$ cat config.mk
export PLATFORM = sky130hd
export DESIGN_NAME = key_matrix_scan
export DESIGN_NICKNAME = d
export VERILOG_FILES = /design/src/rtl/calc_pkg.sv /design/src/rtl/key_frame_debounce.sv /design/src/rtl/key_matrix_scan.sv
export SDC_FILE = /design/constraint.sdc
export NUM_CORES = 1
export LEC_CHECK = 0
export ABC_AREA = 1
export ABC_CLOCK_PERIOD_IN_PS = 2000
export CORE_MARGIN = 10
export CORE_UTILIZATION = 30
export CTS_BUF_LIST = sky130_fd_sc_hd__clkbuf_16
export DETAILED_ROUTE_END_ITERATION = 8
export SLEW_MARGIN = 20
export SYNTH_ARGS = -nofsm -noshare
export SYNTH_HDL_FRONTEND = slang
export SYNTH_HIERARCHICAL = 1
export SYNTH_SLANG_ARGS = --single-unit
$ cat constraint.sdc
create_clock -name clk -period 2 [get_ports clk]
set_clock_uncertainty 0.1 [all_clocks]
set_input_delay 0.2 -clock clk [delete_from_list [all_inputs] [get_ports clk]]
set_output_delay 0.2 -clock clk [all_outputs]
set_load 0.03 [all_outputs]
$ cat src/rtl/calc_pkg.sv
// Shared calculator definitions: keypad bit map, idle row drive and small
// helper functions used by the keypad scanner.
package calc_pkg;

    // Bit positions in key_out / key_pulse (bit = row_idx*4 + col_idx)
    localparam int unsigned KEY_1   = 0;
    localparam int unsigned KEY_2   = 1;
    localparam int unsigned KEY_3   = 2;
    localparam int unsigned KEY_ADD = 3;
    localparam int unsigned KEY_4   = 4;
    localparam int unsigned KEY_5   = 5;
    localparam int unsigned KEY_6   = 6;
    localparam int unsigned KEY_SUB = 7;
    localparam int unsigned KEY_7   = 8;
    localparam int unsigned KEY_8   = 9;
    localparam int unsigned KEY_9   = 10;
    localparam int unsigned KEY_MUL = 11;
    localparam int unsigned KEY_0   = 12;
    localparam int unsigned KEY_CLR = 13;
    localparam int unsigned KEY_EQ  = 14;
    localparam int unsigned KEY_DIV = 15;

    // All rows released (rows are driven active-low)
    localparam logic [3:0] ROW_IDLE = 4'b1111;

    // Active-low one-hot drive pattern for the given row index
    function automatic logic [3:0] row_drive(input logic [1:0] idx);
        row_drive = ROW_IDLE ^ (4'b0001 << idx);
    endfunction

    // Number of set bits in a 16-bit key map
    function automatic logic [4:0] popcount16(input logic [15:0] v);
        logic [4:0] cnt;
        cnt = 5'd0;
        for (int i = 0; i < 16; i++) begin
            cnt = cnt + {4'd0, v[i]};
        end
        popcount16 = cnt;
    endfunction

endpackage

$ cat src/rtl/key_frame_debounce.sv
// Whole-frame debouncer for the keypad scanner. A frame must repeat
// DEBOUNCE_SCANS times in a row before it is committed to key_out; the
// commit happens on the cycle after the frame that completes the run.
// Optional build macro: KEY_SINGLE_PRESS_EN (suppress press pulses unless the
// committed frame holds exactly one key).
module key_frame_debounce
    import calc_pkg::*;
#(
    parameter int unsigned DEBOUNCE_SCANS = 3
) (
    input  logic        clk,
    input  logic        rst_n,
    input  logic        frame_valid,
    input  logic [15:0] frame,
    output logic [15:0] key_out,
    output logic [15:0] key_pulse
);

    localparam logic [3:0] STABLE_MAX = 4'(DEBOUNCE_SCANS);

    logic [15:0] prev_r;
    logic [3:0]  stable_r;
    logic        commit_pend_r;
    logic [15:0] key_out_r;
    logic [15:0] key_pulse_r;

    logic [3:0]  stable_next_s;
    logic        commit_s;
    logic [15:0] rise_s;
    logic [15:0] pulse_next_s;

    // Next stable count and commit decision; prev_r already holds the frame
    // that just completed when commit_pend_r is set.
    always_comb begin
        stable_next_s = 4'd1;
        commit_s      = 1'b0;
        rise_s        = prev_r & ~key_out_r;
        pulse_next_s  = 16'h0000;

        if (frame == prev_r) begin
            if (stable_r >= STABLE_MAX) begin
                stable_next_s = STABLE_MAX;
            end else begin
                stable_next_s = stable_r + 4'd1;
            end
        end else begin
            stable_next_s = 4'd1;
        end

        if (commit_pend_r && (stable_r == STABLE_MAX) && (prev_r != key_out_r)) begin
            commit_s = 1'b1;
        end else begin
            commit_s = 1'b0;
        end

        if (commit_s) begin
`ifdef KEY_SINGLE_PRESS_EN
            if (popcount16(prev_r) == 5'd1) begin
                pulse_next_s = rise_s;
            end else begin
                pulse_next_s = 16'h0000;
            end
`else
            pulse_next_s = rise_s;
`endif
        end else begin
            pulse_next_s = 16'h0000;
        end
    end

    // Frame history, stable count and registered outputs
    always_ff @(posedge clk) begin
        if (!rst_n) begin
            prev_r        <= 16'h0000;
            stable_r      <= 4'd0;
            commit_pend_r <= 1'b0;
            key_out_r     <= 16'h0000;
            key_pulse_r   <= 16'h0000;
        end else begin
            if (frame_valid) begin
                prev_r   <= frame;
                stable_r <= stable_next_s;
            end
            commit_pend_r <= frame_valid;
            key_pulse_r   <= pulse_next_s;
            if (commit_s) begin
                key_out_r <= prev_r;
            end
        end
    end

    assign key_out   = key_out_r;
    assign key_pulse = key_pulse_r;

endmodule

$ cat src/rtl/key_matrix_scan.sv
// 4x4 calculator keypad scanner: drives one row at a time (active low),
// samples the columns at the end of each row dwell, assembles full-matrix
// frames and hands them to key_frame_debounce.
// Optional build macro: KEY_SINGLE_PRESS_EN (see key_frame_debounce).
module key_matrix_scan
    import calc_pkg::*;
#(
    parameter int unsigned NUM_FOR_SCAN   = 60000,
    parameter int unsigned DEBOUNCE_SCANS = 3
) (
    input  logic        clk,
    input  logic        rst_n,
    input  logic [3:0]  col,
    output logic [3:0]  row,
    output logic [15:0] key_out,
    output logic [15:0] key_pulse
);

    localparam int unsigned      CNT_W    = $clog2(NUM_FOR_SCAN);
    localparam logic [CNT_W-1:0] CNT_LAST = CNT_W'(NUM_FOR_SCAN - 1);

    logic [CNT_W-1:0] cnt_r;
    logic [1:0]       row_idx_r;
    logic [3:0]       row_r;
    // Rows 0..2 only: the row-3 columns go straight into the completed frame
    logic [11:0]      raw_r;

    logic             dwell_end_s;
    logic             frame_valid_s;
    logic [15:0]      frame_s;

    // End-of-dwell strobe and frame assembly
    always_comb begin
        dwell_end_s   = (cnt_r == CNT_LAST);
        frame_valid_s = dwell_end_s && (row_idx_r == 2'd3);
        frame_s       = {~col, raw_r};
    end

    // Dwell counter, row sequencing and column capture
    always_ff @(posedge clk) begin
        if (!rst_n) begin
            cnt_r     <= {CNT_W{1'b0}};
            row_idx_r <= 2'd0;
            row_r     <= row_drive(2'd0);
            raw_r     <= 12'h000;
        end else if (dwell_end_s) begin
            cnt_r     <= {CNT_W{1'b0}};
            row_idx_r <= row_idx_r + 2'd1;
            row_r     <= row_drive(row_idx_r + 2'd1);
            case (row_idx_r)
                2'd0:    raw_r[3:0]  <= ~col;
                2'd1:    raw_r[7:4]  <= ~col;
                2'd2:    raw_r[11:8] <= ~col;
                default: raw_r       <= raw_r;
            endcase
        end else begin
            cnt_r <= cnt_r + CNT_W'(1);
        end
    end

    assign row = row_r;

    key_frame_debounce #(
        .DEBOUNCE_SCANS (DEBOUNCE_SCANS)
    ) u_debounce (
        .clk         (clk),
        .rst_n       (rst_n),
        .frame_valid (frame_valid_s),
        .frame       (frame_s),
        .key_out     (key_out),
        .key_pulse   (key_pulse)
    );

endmodule

==> flow_summary_export.csv, run 1 <==
group,metric,value,unit
power_and_ir_drop,p_per_area,678,nW/um2
grt,grt_pass1_wl,14.3,mm
critical_path,crit_start,"u_debounce/key_out[10]$_SDFFE_PN0P_",
grt,grt_antenna_before_repair,0,
logic_synthesis,synth-compound-area-share,4.29,%
power_and_ir_drop,power.share.switching,21.8,%
timing,fin_crit,1.80,ns
logic_synthesis,synth_top_cell_area_share,41.2,%
routing,vias,3367,
critical_path,critical_path.max_stage_delay,0.36,ns
logic_synthesis,synthesis.nets,622,
flow_run,maxCapViolations,0,
critical_path,cp-end-kind,"register",
clock_network,cts_buffer_depth,2,
grt,grt_pass1_vias,3025,
power_and_ir_drop,power.leakage,2.17,nW
finish,num_antenna_cells,0,
place,dp_hpwl,6.54,mm
logic_synthesis,synth_edf_count,0,
clock_network,numCtsBuffers,9,
timing,fmax,555,MHz
critical_path,cpLargestDelayFamily,"simple AND/OR/NAND/NOR gates",
critical_path,rr_startpoint,"u_debounce/key_out[10]$_SDFFE_PN0P_",
critical_path,crit_chain,"inv_1, ha_1, nand2_1, nor2_1, nand3_1, nor2_1, nor2_4, buf_4, nor2_1, nor2_1",
logic_synthesis,synth-async-reset-ratio,0,%
routing,via_per_inst,4.06,
finish,final_cell_mix,"133 x nand2_1, 117 x inv_1, 100 x nor2_1",
clock_network,cts_root_buffer,"clkbuf_16",
logic_synthesis,yosys.area.top_type,"dfxtp_1",
logic_synthesis,synth_mux_area_share,0,%
power_and_ir_drop,p_seq_share,49.6,%
timing,hold_viol,0,
floorplanning,fp.dieArea,19200,um2
logic_synthesis,synthTopCellsByArea,"dfxtp_1 41%, nand2_1 12%, inv_1 10%, nor2_1 8.9%, ha_1 7.1%",
timing,finalCritPeriodShare,90.1,%
logic_synthesis,avgSynthCellArea,7.14,um2
timing,hold_slack,0.345,ns
place,place_ws,-0.00710,ns
logic_synthesis,synth-simple-area-share,33.3,%
routing,firstDrtPassIters,4,
clock_network,clk_latency,0.34,ns
logic_synthesis,synth_seq_cells,87,
power_and_ir_drop,p_switching,767,uW
floorplanning,die_h,139,um
logic_synthesis,ys_types,33,
finish,fin_nets,675,
critical_path,critPathMaxFanout,7,
timing,setup_slack,0.198,ns
finish,final_common_cell,"nand2_1",
place,place_inst,811,
floorplanning,core,13800,um2
routing,drt-initial-drc-count,181,
critical_path,crit_buf_inv,2,
routing,drc,0,
floorplanning,rows,43,
logic_synthesis,ys_seq_area_share,41.2,%
grt,track_usage,8.75,%
floorplanning,io_pins,42,
logic_synthesis,synth_top_family_by_area,"simple AND/OR/NAND/NOR gates",
clock_network,cts.clk_slew.worst_paths,0.07,ns
clock_network,clock-sinks,87,
logic_synthesis,netlist_area,4230,um2
routing,wirelength,8.50,mm
critical_path,worst_setup_path_start_kind,"register",
logic_synthesis,synth_ff_type,"dfxtp_1",
routing,detail-route-antenna-nets,0,
logic_synthesis,synth-xor-area-share,1.24,%
logic_synthesis,syn_inst,592,
finish,final_cells,830,
critical_path,cp.arrival,1.94,ns
place,portBuffers,41,
hold_path,min_from,"u_debounce/stable_r[2]$_SDFFE_PN0P_",
timing,drv_slew,0,
floorplanning,fp.dieW,139,um
grt,grt-ovfl-total,0,
critical_path,cp_common_cell,"nor2_1",
critical_path,crit_required,2.14,ns
critical_path,slowest_stage,"dfxtp_1",
critical_path,criticalPathCategory,"reg2reg",
timing,setup_viol,0,
routing,wl_per_cell,10.2,um
power_and_ir_drop,ir_drop,0.000387,V
power_and_ir_drop,p_int,2.74,mW
place,routabilityCongestion,0.840,
timing,worst_pin_slew,0.438,ns
clock_network,cts_tree,"done",
logic_synthesis,synth_warnings,6,
clock_network,hold_buffers,0,
floorplanning,initial_core_util,30.6,%
logic_synthesis,synth_fa_ha_area_share,7.10,%
finish,layout-drive-gt1-share,8.92,%
timing,slew_headroom,70.8,%
outcome,status,"finished, final reports clean",
power_and_ir_drop,p_total,3.51,mW
power_and_ir_drop,clkPwrFrac,48.1,%
grt,grt_max_degree,37,
hold_path,hold_path.class,"reg2reg",
clock_network,htree_levels,3,
power_and_ir_drop,combPwrFrac,2.4,%
finish,area_delta_synth_final,22.4,%
finish,fillCellCount,1467,
path summary, 6_finish.rpt:
kind | end | slack, ns | depth (start not counted)
setup reg to reg | u_debounce/key_out[4]$_SDFFE_PN0P_ | 0.20 | 10
hold reg to reg | u_debounce/stable_r[2]$_SDFFE_PN0P_ | 0.34 | 2
setup / recovery | u_debounce/key_out[4]$_SDFFE_PN0P_ | 0.20 | 10
hold / removal | u_debounce/stable_r[2]$_SDFFE_PN0P_ | 0.34 | 2
power groups by stage:
stage	Combinational, mW	Clock, mW	Sequential [mW]
5_1_grt	0.0943	1.81	1.74
2_1_floorplan	0.0570	0	1.78
6_report	0.0829	1.69	1.74
4_1_cts	0.0847	1.75	1.74
3_3_place_gp	0.0851	0	1.78
3_5_place_dp	0.0845	0	1.78
cells in the mapped netlist (2+ instances only):
library cell,instances
a21oi_1,9
buf_2,4
buf_4,4
buf_6,2
clkinv_1,2
dfxtp_1,87
ha_1,24
inv_1,117
nand2_1,133
nand2_2,2
nand2_4,4
nand3_1,25
nand3_2,5
nand3b_1,2
nand4_1,16
nor2_1,100
nor2_2,10
nor2_4,2
nor2_8,2
nor3_1,2
o21ai_0,7
o22ai_1,15
or2_0,3
xor2_1,6
logic make-up after synthesis:
| family | count (synthesis) |
|---|---|
| AO/OA/AOI/OAI | 32 |
| XOR/XNOR | 6 |
| adder cells (fa/ha/maj) | 24 |
| buffers and inverters | 133 |
| flip-flops | 87 |
| AND/OR/NAND/NOR | 310 |
registers in the layout, indices dropped and copies added, names as in the netlist:
| register | cells |
|---|---|
| cnt_r | 16 |
| u_debounce/key_out | 16 |
| u_debounce/key_pulse | 16 |
| u_debounce/prev_r | 16 |
| raw_r | 12 |
| row | 4 |
| u_debounce/stable_r | 4 |
| row_idx_r | 2 |
| u_debounce/commit_pend_r | 1 |
routing by layer:
| layer | track usage (%) | vias up | part of all wire [%] |
|---|---|---|---|
| met5 | 0 | - | 0 |
| met4 | 3.29 | 0 | 1.0 |
| met3 | 3.29 | 6 | 6.2 |
| met2 | 12.9 | 55 | 41 |
| met1 | 11.3 | 1401 | 52 |
| li1 | - | 1905 | - |
through the flow:
| step | util (%) | setup TNS, ns | cell area, um2 |
|---|---|---|---|
| finish | 37.4 | 0 | 5180 |
| global route | 37.4 | -0.0491 | 5180 |
| CTS | 37.3 | 0 | 5150 |
| detailed placement | 35.1 | -0.00710 | 4850 |
| global placement | 35.1 | 0 | 4850 |
| floorplan | - | 0 | 4230 |
worst register-to-register path, cell delays in order (launching register included):
cell	delay (ns)
dfxtp_1	0.36
inv_1	0.05
ha_1	0.26
nand2_1	0.05
nor2_1	0.11
nand3_1	0.13
nor2_1	0.23
nor2_4	0.10
buf_4	0.17
nor2_1	0.09
nor2_1	0.05
cell type report:
| type | instances | area (um2) | area share, % |
|---|---|---|---|
| sequential | 87 | 1740 | 33.6 |
| timing repair buffer | 55 | 515 | 9.96 |
| inverter | 120 | 452 | 8.72 |
| clock buffer | 9 | 225 | 4.35 |
| tap | 180 | 225 | 4.35 |
| clock inverter | 7 | 76.3 | 1.47 |
| multi-input combinational | 372 | 1940 | 37.5 |
what timing repair did:
| action | 4_1_cts | 5_1_grt |
|---|---|---|
| resized for setup | 1 | 0 |
| buffers inserted | 0 | 3 |
| endpoints found under the setup margin | 1 | 16 |
| pin swaps | 0 | 1 |
Note: power is estimated with default switching activity, not from simulation.
==> run 2: changes to the inputs <==
CTS_BUF_LIST = sky130_fd_sc_hd__clkbuf_8 sky130_fd_sc_hd__clkbuf_16   (was sky130_fd_sc_hd__clkbuf_16)
CTS_CLUSTER_DIAMETER = 150   (was unset)
MAX_ROUTING_LAYER = met4   (was unset)
==> flow_summary_export.csv, run 2 (synthesis gave the netlist of run 1 again) <==
group,metric,value,unit
critical_path,criticalPathCategory,"reg2reg",
clock_network,clk_latency,0.34,ns
hold_path,hold_path.class,"reg2reg",
finish,multi_input_area,1940,um2
critical_path,critPathMaxFanout,7,
clock_network,cts_root_buffer,"clkbuf_16",
hold_path,min_to,"u_debounce/stable_r[2]$_SDFFE_PN0P_",
finish,area_delta_synth_final,22.7,%
routing,vias,3393,
grt,grt_pass1_wl,14.3,mm
timing,hold_viol,0,
routing,drt-initial-drc-count,172,
power_and_ir_drop,power.leakage,2.17,nW
clock_network,cts_buffer_depth,2,
critical_path,r2r-end,"u_debounce/key_out[4]$_SDFFE_PN0P_",
clock_network,clock-sinks,87,
outcome,status,"finished, final reports clean",
timing,fin_crit,1.79,ns
routing,drc,0,
finish,final_cell_mix,"133 x nand2_1, 117 x inv_1, 100 x nor2_1",
routing,wl_per_cell,10.3,um
clock_network,cts.clk_slew.worst_paths,0.07,ns
clock_network,htree_levels,3,
critical_path,cp-end-kind,"register",
timing,slew_headroom,71.0,%
routing,highest_layer,"met4",
clock_network,hold_buffers,0,
critical_path,rr_startpoint,"u_debounce/key_out[10]$_SDFFE_PN0P_",
critical_path,reg2reg_slack,0.21,ns
clock_network,cts_tree,"done",
finish,fin_util,37.5,%
routing,wirelength_met1,4.43,mm
grt,track_usage,8.99,%
floorplanning,fp.dieW,139,um
critical_path,cp.arrival,1.94,ns
power_and_ir_drop,p_per_area,686,nW/um2
timing,setup_viol,0,
power_and_ir_drop,p_total,3.56,mW
floorplanning,die_h,139,um
routing,wirelength,8.52,mm
floorplanning,rows,43,
finish,num_antenna_cells,0,
grt,grt_antenna_before_repair,0,
floorplanning,initial_core_util,30.6,%
routing,via_per_inst,4.09,
finish,final_common_cell,"nand2_1",
timing,finalCritPeriodShare,89.7,%
timing,drv_slew,0,
finish,fillCellCount,1466,
grt,grt-ovfl-total,0,
finish,layout-drive-gt1-share,9.08,%
routing,detail-route-antenna-nets,0,
grt,grt_pass1_vias,3027,
hold_path,min_from,"u_debounce/stable_r[2]$_SDFFE_PN0P_",
floorplanning,fp.dieArea,19200,um2
critical_path,worst_setup_path_start_kind,"register",
hold_path,holdPathStages,2,
critical_path,worstRegToRegCells,10,
timing,worst_pin_slew,0.434,ns
place,dp_hpwl,6.54,mm
critical_path,crit_required,2.14,ns
routing,route.met2.wl,3.43,mm
routing,wl_met3,533,um
finish,fin_nets,675,
floorplanning,io_pins,42,
place,routabilityCongestion,0.853,
flow_run,maxCapViolations,0,
power_and_ir_drop,ir_drop,0.000387,V
clock_network,numCtsBuffers,9,
finish,seqCellArea,1740,um2
place,portBuffers,41,
floorplanning,core,13800,um2
grt,grt_max_degree,37,
routing,firstDrtPassIters,4,
timing,fmax,557,MHz
run 2: changes by cell type in the layout (fill, tap and decap cells not counted):
| cell | previous run | this run |
|---|---|---|
| clkbuf_8 | 0 | 1 |
| clkinv_1 | 2 | 1 |
run 2: worst max-delay path by stage:
stage | cells past startpoint | slack, ns | start | to
4_1_cts | 9 | 0.05 | u_debounce/key_out[10]$_SDFFE_PN0P_ | u_debounce/key_pulse[3]$_SDFF_PN0_
5_1_grt | 10 | -0.03 | u_debounce/key_out[11]$_SDFFE_PN0P_ | u_debounce/key_out[1]$_SDFFE_PN0P_
2_1_floorplan | 10 | 0.19 | u_debounce/key_out[10]$_SDFFE_PN0P_ | u_debounce/key_pulse[10]$_SDFF_PN0_
3_3_place_gp | 8 | 0.02 | cnt_r[0]$_SDFF_PP0_ | u_debounce/prev_r[2]$_SDFFE_PN0P_
3_5_place_dp | 8 | -0.007 | cnt_r[0]$_SDFF_PP0_ | u_debounce/prev_r[2]$_SDFFE_PN0P_
6_report | 10 | 0.21 | u_debounce/key_out[10]$_SDFFE_PN0P_ | u_debounce/key_out[4]$_SDFFE_PN0P_
run 2: worst max-delay path: stages, from the launching register on:
cell,delay [ns]
dfxtp_1,0.36
inv_1,0.05
ha_1,0.26
nand2_1,0.05
nor2_1,0.11
nand3_1,0.13
nor2_1,0.22
nor2_4,0.10
buf_4,0.17
nor2_1,0.09
nor2_1,0.05
run 2: report_power, final:
part           switching, mW  internal [mW]  leakage (nW)  total (mW)
clock                  0.716           1.02         0.150        1.73
sequential           0.00358           1.74         0.701        1.74
combinational         0.0535         0.0296          1.32      0.0831
run 2: repair_timing:
action,CTS,global route
resized for setup,1,0
endpoints found under the hold margin,0,0
buffers inserted,0,3
pin swaps,0,1
setup endpoints to repair,1,16
run 2: area by class of cell:
class | count | share of cell area [%]
inverters | 120 | 8.71
well taps | 180 | 4.34
repair buffers | 55 | 9.94
multi-input cells | 372 | 37.4
clock buffers | 10 | 4.61
flip-flops and latches | 87 | 33.6
clock inverters | 6 | 1.40
run 2: metal layers:
layer	GRT usage, %	up-vias
met2	13.0	65
li1	-	1899
met1	11.3	1419
met4	2.97	0
met3	3.46	10
met5	-	-
run 2: stage by stage:
step | worst slack (ns) | area (um2) | instances | setup TNS [ns] | hold WS, ns
CTS | 0.0483 | 5160 | 827 | 0 | 0.343
floorplan | 0.195 | 4230 | 592 | 0 | 0.303
global placement | 0.0157 | 4850 | 811 | 0 | 0.326
global route | -0.0252 | 5190 | 830 | -0.0474 | 0.371
finish | 0.205 | 5190 | 830 | 0 | 0.346
detailed placement | -0.00710 | 4850 | 811 | -0.00710 | 0.332
